<file path="src/rtl/master_req_ctrl.sv">
// master_req_ctrl: per-master request controller. Captures one transaction, waits for
// the targeted slave's ack (and read response), then returns a one-cycle completion.
`default_nettype none

module master_req_ctrl #(
  parameter int ADDR_W  = 32,
  parameter int DATA_W  = 32,
  parameter int TIMEOUT = 255,
  parameter int CNT_W   = 8
) (
  input  logic              clk,
  input  logic              reset,
  input  logic              m_req,
  input  logic              m_cmd,
  input  logic [ADDR_W-1:0] m_addr,
  input  logic [DATA_W-1:0] m_wdata,
  output logic              m_ack,
  output logic              m_err,
  output logic [DATA_W-1:0] m_rdata,
  output logic [1:0]        req_stat,
  output logic              sfor,
  output logic              s_cmd,
  output logic [ADDR_W-1:0] s_addr,
  output logic [DATA_W-1:0] s_wdata,
  input  logic              ack_s0,
  input  logic              ack_s1,
  input  logic              resp_s0,
  input  logic              resp_s1,
  input  logic [DATA_W-1:0] rdata_s0,
  input  logic [DATA_W-1:0] rdata_s1
);

  typedef enum logic [1:0] {
    IDLE   = 2'd0,
    W_RESP = 2'd1,
    W_ACK  = 2'd2,
    DONE   = 2'd3
  } state_t;

  localparam logic [CNT_W-1:0] C_TO_LAST = (TIMEOUT == 0) ? '0 : CNT_W'(TIMEOUT - 1);
  localparam logic             C_TO_EN   = (TIMEOUT != 0);

  state_t              r_state, w_state_nxt;
  logic [CNT_W-1:0]    r_cnt, w_cnt_nxt;
  logic                w_ack_nxt, w_err_nxt, w_cap;
  logic [DATA_W-1:0]   w_rdata_nxt;
  logic                w_sel_ack, w_sel_resp, w_expire;
  logic [DATA_W-1:0]   w_sel_rdata;
  logic [CNT_W-1:0]    w_cnt_inc;

  assign w_sel_ack   = sfor ? ack_s1   : ack_s0;
  assign w_sel_resp  = sfor ? resp_s1  : resp_s0;
  assign w_sel_rdata = sfor ? rdata_s1 : rdata_s0;
  assign w_expire    = C_TO_EN && (r_cnt == C_TO_LAST);
  // Saturating increment: the counter must never wrap back into the live range.
  assign w_cnt_inc   = (&r_cnt) ? r_cnt : r_cnt + 1'b1;
  assign req_stat    = r_state;

  always_comb begin
    w_state_nxt = r_state;
    w_cnt_nxt   = r_cnt;
    w_ack_nxt   = 1'b0;
    w_err_nxt   = 1'b0;
    w_rdata_nxt = m_rdata;
    w_cap       = 1'b0;
    case (r_state)
      IDLE: begin
        if (m_req) begin
          w_cap       = 1'b1;
          w_cnt_nxt   = '0;
          w_state_nxt = W_ACK;
        end
      end
      W_ACK: begin
        if (w_sel_ack) begin
          if (s_cmd) begin
            w_state_nxt = DONE;
            w_ack_nxt   = 1'b1;
            w_rdata_nxt = '0;
          end else begin
            w_state_nxt = W_RESP;
            w_cnt_nxt   = '0;
          end
        end else if (w_expire) begin
          w_state_nxt = DONE;
          w_ack_nxt   = 1'b1;
          w_err_nxt   = 1'b1;
          w_rdata_nxt = '0;
        end else begin
          w_cnt_nxt = w_cnt_inc;
        end
      end
      W_RESP: begin
        if (w_sel_resp) begin
          w_state_nxt = DONE;
          w_ack_nxt   = 1'b1;
          w_rdata_nxt = w_sel_rdata;
        end else if (w_expire) begin
          w_state_nxt = DONE;
          w_ack_nxt   = 1'b1;
          w_err_nxt   = 1'b1;
          w_rdata_nxt = '0;
        end else begin
          w_cnt_nxt = w_cnt_inc;
        end
      end
      DONE: begin
        w_state_nxt = IDLE;
      end
      default: begin
        w_state_nxt = IDLE;
      end
    endcase
  end

  always_ff @(posedge clk or negedge reset) begin
    if (!reset) begin
      r_state <= IDLE;
      r_cnt   <= '0;
      m_ack   <= 1'b0;
      m_err   <= 1'b0;
      m_rdata <= '0;
      sfor    <= 1'b0;
      s_cmd   <= 1'b0;
      s_addr  <= '0;
      s_wdata <= '0;
    end else begin
      r_state <= w_state_nxt;
      r_cnt   <= w_cnt_nxt;
      m_ack   <= w_ack_nxt;
      m_err   <= w_err_nxt;
      m_rdata <= w_rdata_nxt;
      if (w_cap) begin
        sfor    <= m_addr[ADDR_W-1];
        s_cmd   <= m_cmd;
        s_addr  <= m_addr;
        s_wdata <= m_wdata;
      end
    end
  end

endmodule

`default_nettype wire

</file>
<file path="config.mk">
export PLATFORM = sky130hd
export DESIGN_NAME = master_req_ctrl
export DESIGN_NICKNAME = d
export VERILOG_FILES = /design/src/rtl/master_req_ctrl.sv
export SDC_FILE = /design/constraint.sdc
export NUM_CORES = 1
export LEC_CHECK = 0
export ABC_AREA = 1
export CORE_MARGIN = 1
export CORE_UTILIZATION = 42
export DETAILED_ROUTE_END_ITERATION = 6
export PLACE_DENSITY = 0.91
export SETUP_SLACK_MARGIN = 0.5
export SLEW_MARGIN = 20
export SYNTH_ARGS = -nofsm -noshare
export SYNTH_HDL_FRONTEND = slang
export SYNTH_SLANG_ARGS = --single-unit
export TNS_END_PERCENT = 100
</file>
<file path="constraint.sdc">
create_clock -name clk -period 2.15 [get_ports clk]
set_input_delay 0.645 -clock clk [delete_from_list [all_inputs] [get_ports clk]]
set_output_delay 0.645 -clock clk [all_outputs]
set_load 0.1 [all_outputs]
</file>
==> run_results.csv <==
group,metric,value,unit
run_status,outcome,"finished clean",
clock_network,insertion_delay,0.36,ns
clock_network,clkTransAtPathRegs,0.08,ns
sta,setup_violations,0,
floorplan,die_y,115,um
logic_synthesis,ys_warn_count,0,
critical_path,reg2reg_setup_slack,0.38,ns
logic_synthesis,synth_compound_gate_area_share,4.35,%
critical_path,worstPathRequired,1.50,ns
critical_path,crit_path_frequent_cell,"buf_12",
layout,layout_commonest_cell,"nand2_1",
routing,num_vias,5584,
layout,final_util,77.6,%
placed_design,hpwl,11500,um
floorplan,core,0.0123,sq mm
routing,routed_wl,21000,um
critical_path,r2r-end,"m_rdata[29]$_DFFE_PN0P_",
logic_synthesis,yosys.area_share.simple,24.6,%
logic_synthesis,synth_area_leaders,"dfrtp_1, mux2_2, nand2_1",
layout,syn2layout_area_growth,77.0,%
critical_path,critical-path-top-delay-family,"flip-flops",
layout,fin_area,0.00952,sq mm
layout,multiInputGateArea,0.00250,sq mm
logic_synthesis,synth_top_area_share,50.7,%
job,maxCapViolCount,0,
floorplan,die_x,115,um
routing,ant_nets,0,
global_routing,grt_max_degree,110,
critical_path,crit_path_end_kind,"output pin",
global_routing,grt_pass1_vias,5284,
logic_synthesis,syn_inst,590,
global_routing,grt.total_usage,26.9,%
sta,rsz0062_at_grt,"true",
critical_path,cpPeakStageDelay,0.53,ns
clock_network,postCtsHoldBufs,0,
sta,tightest_slew,0.627,ns
routing,route.detailed.drc,0,
logic_synthesis,synth_area,0.00538,sq mm
logic_synthesis,yosysSeqAreaShare,50.7,%
critical_path,crit_cells,2,
sta,finalSetupTns,0,ns
layout,drive_above_1_share,33.0,%
floorplan,rows,40,
layout,register_area,0.00275,sq mm
logic_synthesis,synth.area.mux_share,13.4,%
logic_synthesis,synth.distinct_cells,27,
critical_path,crit_chain,"buf_12 -> buf_12",
clock_network,cts.sinks,109,
global_routing,gr-total-overflow,0,
routing,routedWlPerCell,20.4,um
sta,period_share,86.1,%
clock_network,root_buffer,"clkbuf_16",
layout,num_antenna_cells,0,
sta,clock.fmax,540,MHz
clock_network,clock_path_buffers,2,
clock_network,cts_buffers,9,
logic_synthesis,synth_nets,734,
critical_path,crit_path_max_fanout,3,
placed_design,placed_cell_area,0.00836,sq mm
critical_path,critPathArrivalTime,1.21,ns
clock_network,cts_tree,"built",
sta,final-max-slew-violation-count,0,
critical_path,reg2reg_from,"s_addr[31]$_DFFE_PN0P_",
critical_path,startpoint_type,"register",
sta,clock_skew,0.00793,ns
routing,vias_per_cell,5.42,
floorplan,io-pin-count,238,
layout,final_cell_mix,"nand2_1, clkdlybuf4s50_1, dfrtp_1",
floorplan,start_util,43.9,%
logic_synthesis,yosys.area.top_type,"dfrtp_1",
layout,num-fill-cells,698,
logic_synthesis,synthAdderAreaFrac,1.86,%
routing,initialDrtViolationCount,493,
critical_path,r2r_cells,9,
sta,slew_headroom,58.2,%
hold_path,hp-class,"input port to asynchronous set/reset pin",
sta,whs,0.334,ns
logic_synthesis,synth_xor_area_share,0.163,%
clock_network,cts_max_level,3,
critical_path,critPathSlowestCell,"dfrtp_4",
critical_path,cp-startpoint,"s_addr[31]$_DFFE_PN0P_",
global_routing,antenna_found_initial,0,
sta,min_period,1.85,ns
logic_synthesis,avgSynthCellArea,9.12,sq um
layout,final_nets,1002,
critical_path,path_buf_inv,2,
floorplan,die_area,0.0133,sq mm
placed_design,io_buffers,237,
logic_synthesis,synth_top_family_by_area,"simple AND/OR/NAND/NOR gates",
routing,firstDrtPassIters,5,
critical_path,crit_end,"sfor",
critical_path,path_class,"register to output pin",
placed_design,routabilityCongestion,0.795,
global_routing,grt_pass1_wl,27000,um
sta,finalHoldViolCount,0,
logic_synthesis,ys_ff_latch,109,
synth_stat cells:
library cell and count:
or2_1 1, o21ai_0 35, inv_1 23, nand3_2 2
a31oi_2 1, a21oi_1 2, xor2_1 1, buf_2 22
nand3_1 10, o21ai_1 6, nand2_1 170, nor2_4 3
dfrtp_1 109, nor2_2 1, nand3_4 2, nor2_1 75
ha_1 8, nand4_1 35, a31oi_1 1, mux2_2 64
buf_4 2, nand2_2 4, inv_2 2, or2_2 1
clkbuf_1 8, inv_4 1, buf_6 1
repair_timing:
item                                    CTS  global route
buffers inserted                          9            17
resized for setup                        48            85
endpoints found under the setup margin   85            86
pin swaps                                 0            16
gates cloned                              1            12
logic make-up (layout without fill, tap and decap cells):
| family | Yosys count | in the layout |
|---|---|---|
| mux | 64 | 64 |
| compound gates | 45 | 45 |
| flops | 109 | 109 |
| buf+inv | 59 | 331 |
| fa+ha+maj | 8 | 8 |
| simple gates | 304 | 305 |
| xor+xnor | 1 | 1 |
worst min path at each step:
stage / to / slack, ns / depth (start not counted)
6_report: m_rdata[31]$_DFFE_PN0P_ / 0.33 / 2
5_1_grt: m_rdata[31]$_DFFE_PN0P_ / 0.41 / 2
2_1_floorplan: m_ack$_DFF_PN0_ / 0.35 / 0
3_3_place_gp: s_wdata[7]$_DFFE_PN0P_ / 0.49 / 1
3_5_place_dp: s_wdata[5]$_DFFE_PN0P_ / 0.50 / 1
4_1_cts: m_rdata[31]$_DFFE_PN0P_ / 0.40 / 2
metrics by stage:
| stage | worst slack, ns | cells |
|---|---|---|
| 3_3_place_gp | 0.0680 | 976 |
| 5_1_grt | 0.278 | 1031 |
| 2_1_floorplan | 0.452 | 590 |
| 6_report | 0.300 | 1031 |
| 4_1_cts | 0.310 | 1002 |
| 3_5_place_dp | 0.0755 | 976 |
sequential cells by signal, indices dropped and copies added, names as in the netlist:
signal	cells
m_rdata	32
r_cnt	8
s_addr	32
s_wdata	32
m_ack	1
req_stat	2
m_err	1
s_cmd	1
metal layers:
layer	wire [um]	up-vias	track usage (%)
li1	-	2473	-
met1	7520	2705	31.1
met2	10800	340	46.6
met3	1950	66	7.01
met4	743	0	12.5
met5	0	-	0
cell type report:
cell class | count | area share [%]
Timing Repair Buffer | 288 | 38.1
Sequential cell | 109 | 28.9
Multi-Input combinational cell | 423 | 26.3
Clock buffer | 10 | 2.41
Tap cell | 168 | 2.21
Inverter | 26 | 1.45
Clock inverter | 6 | 0.539
Timing Repair inverter | 1 | 0.0920
Power is left out: the tool's default activity adds up to more than one toggle a clock period on the data nets, which glitch-free logic cannot reach.
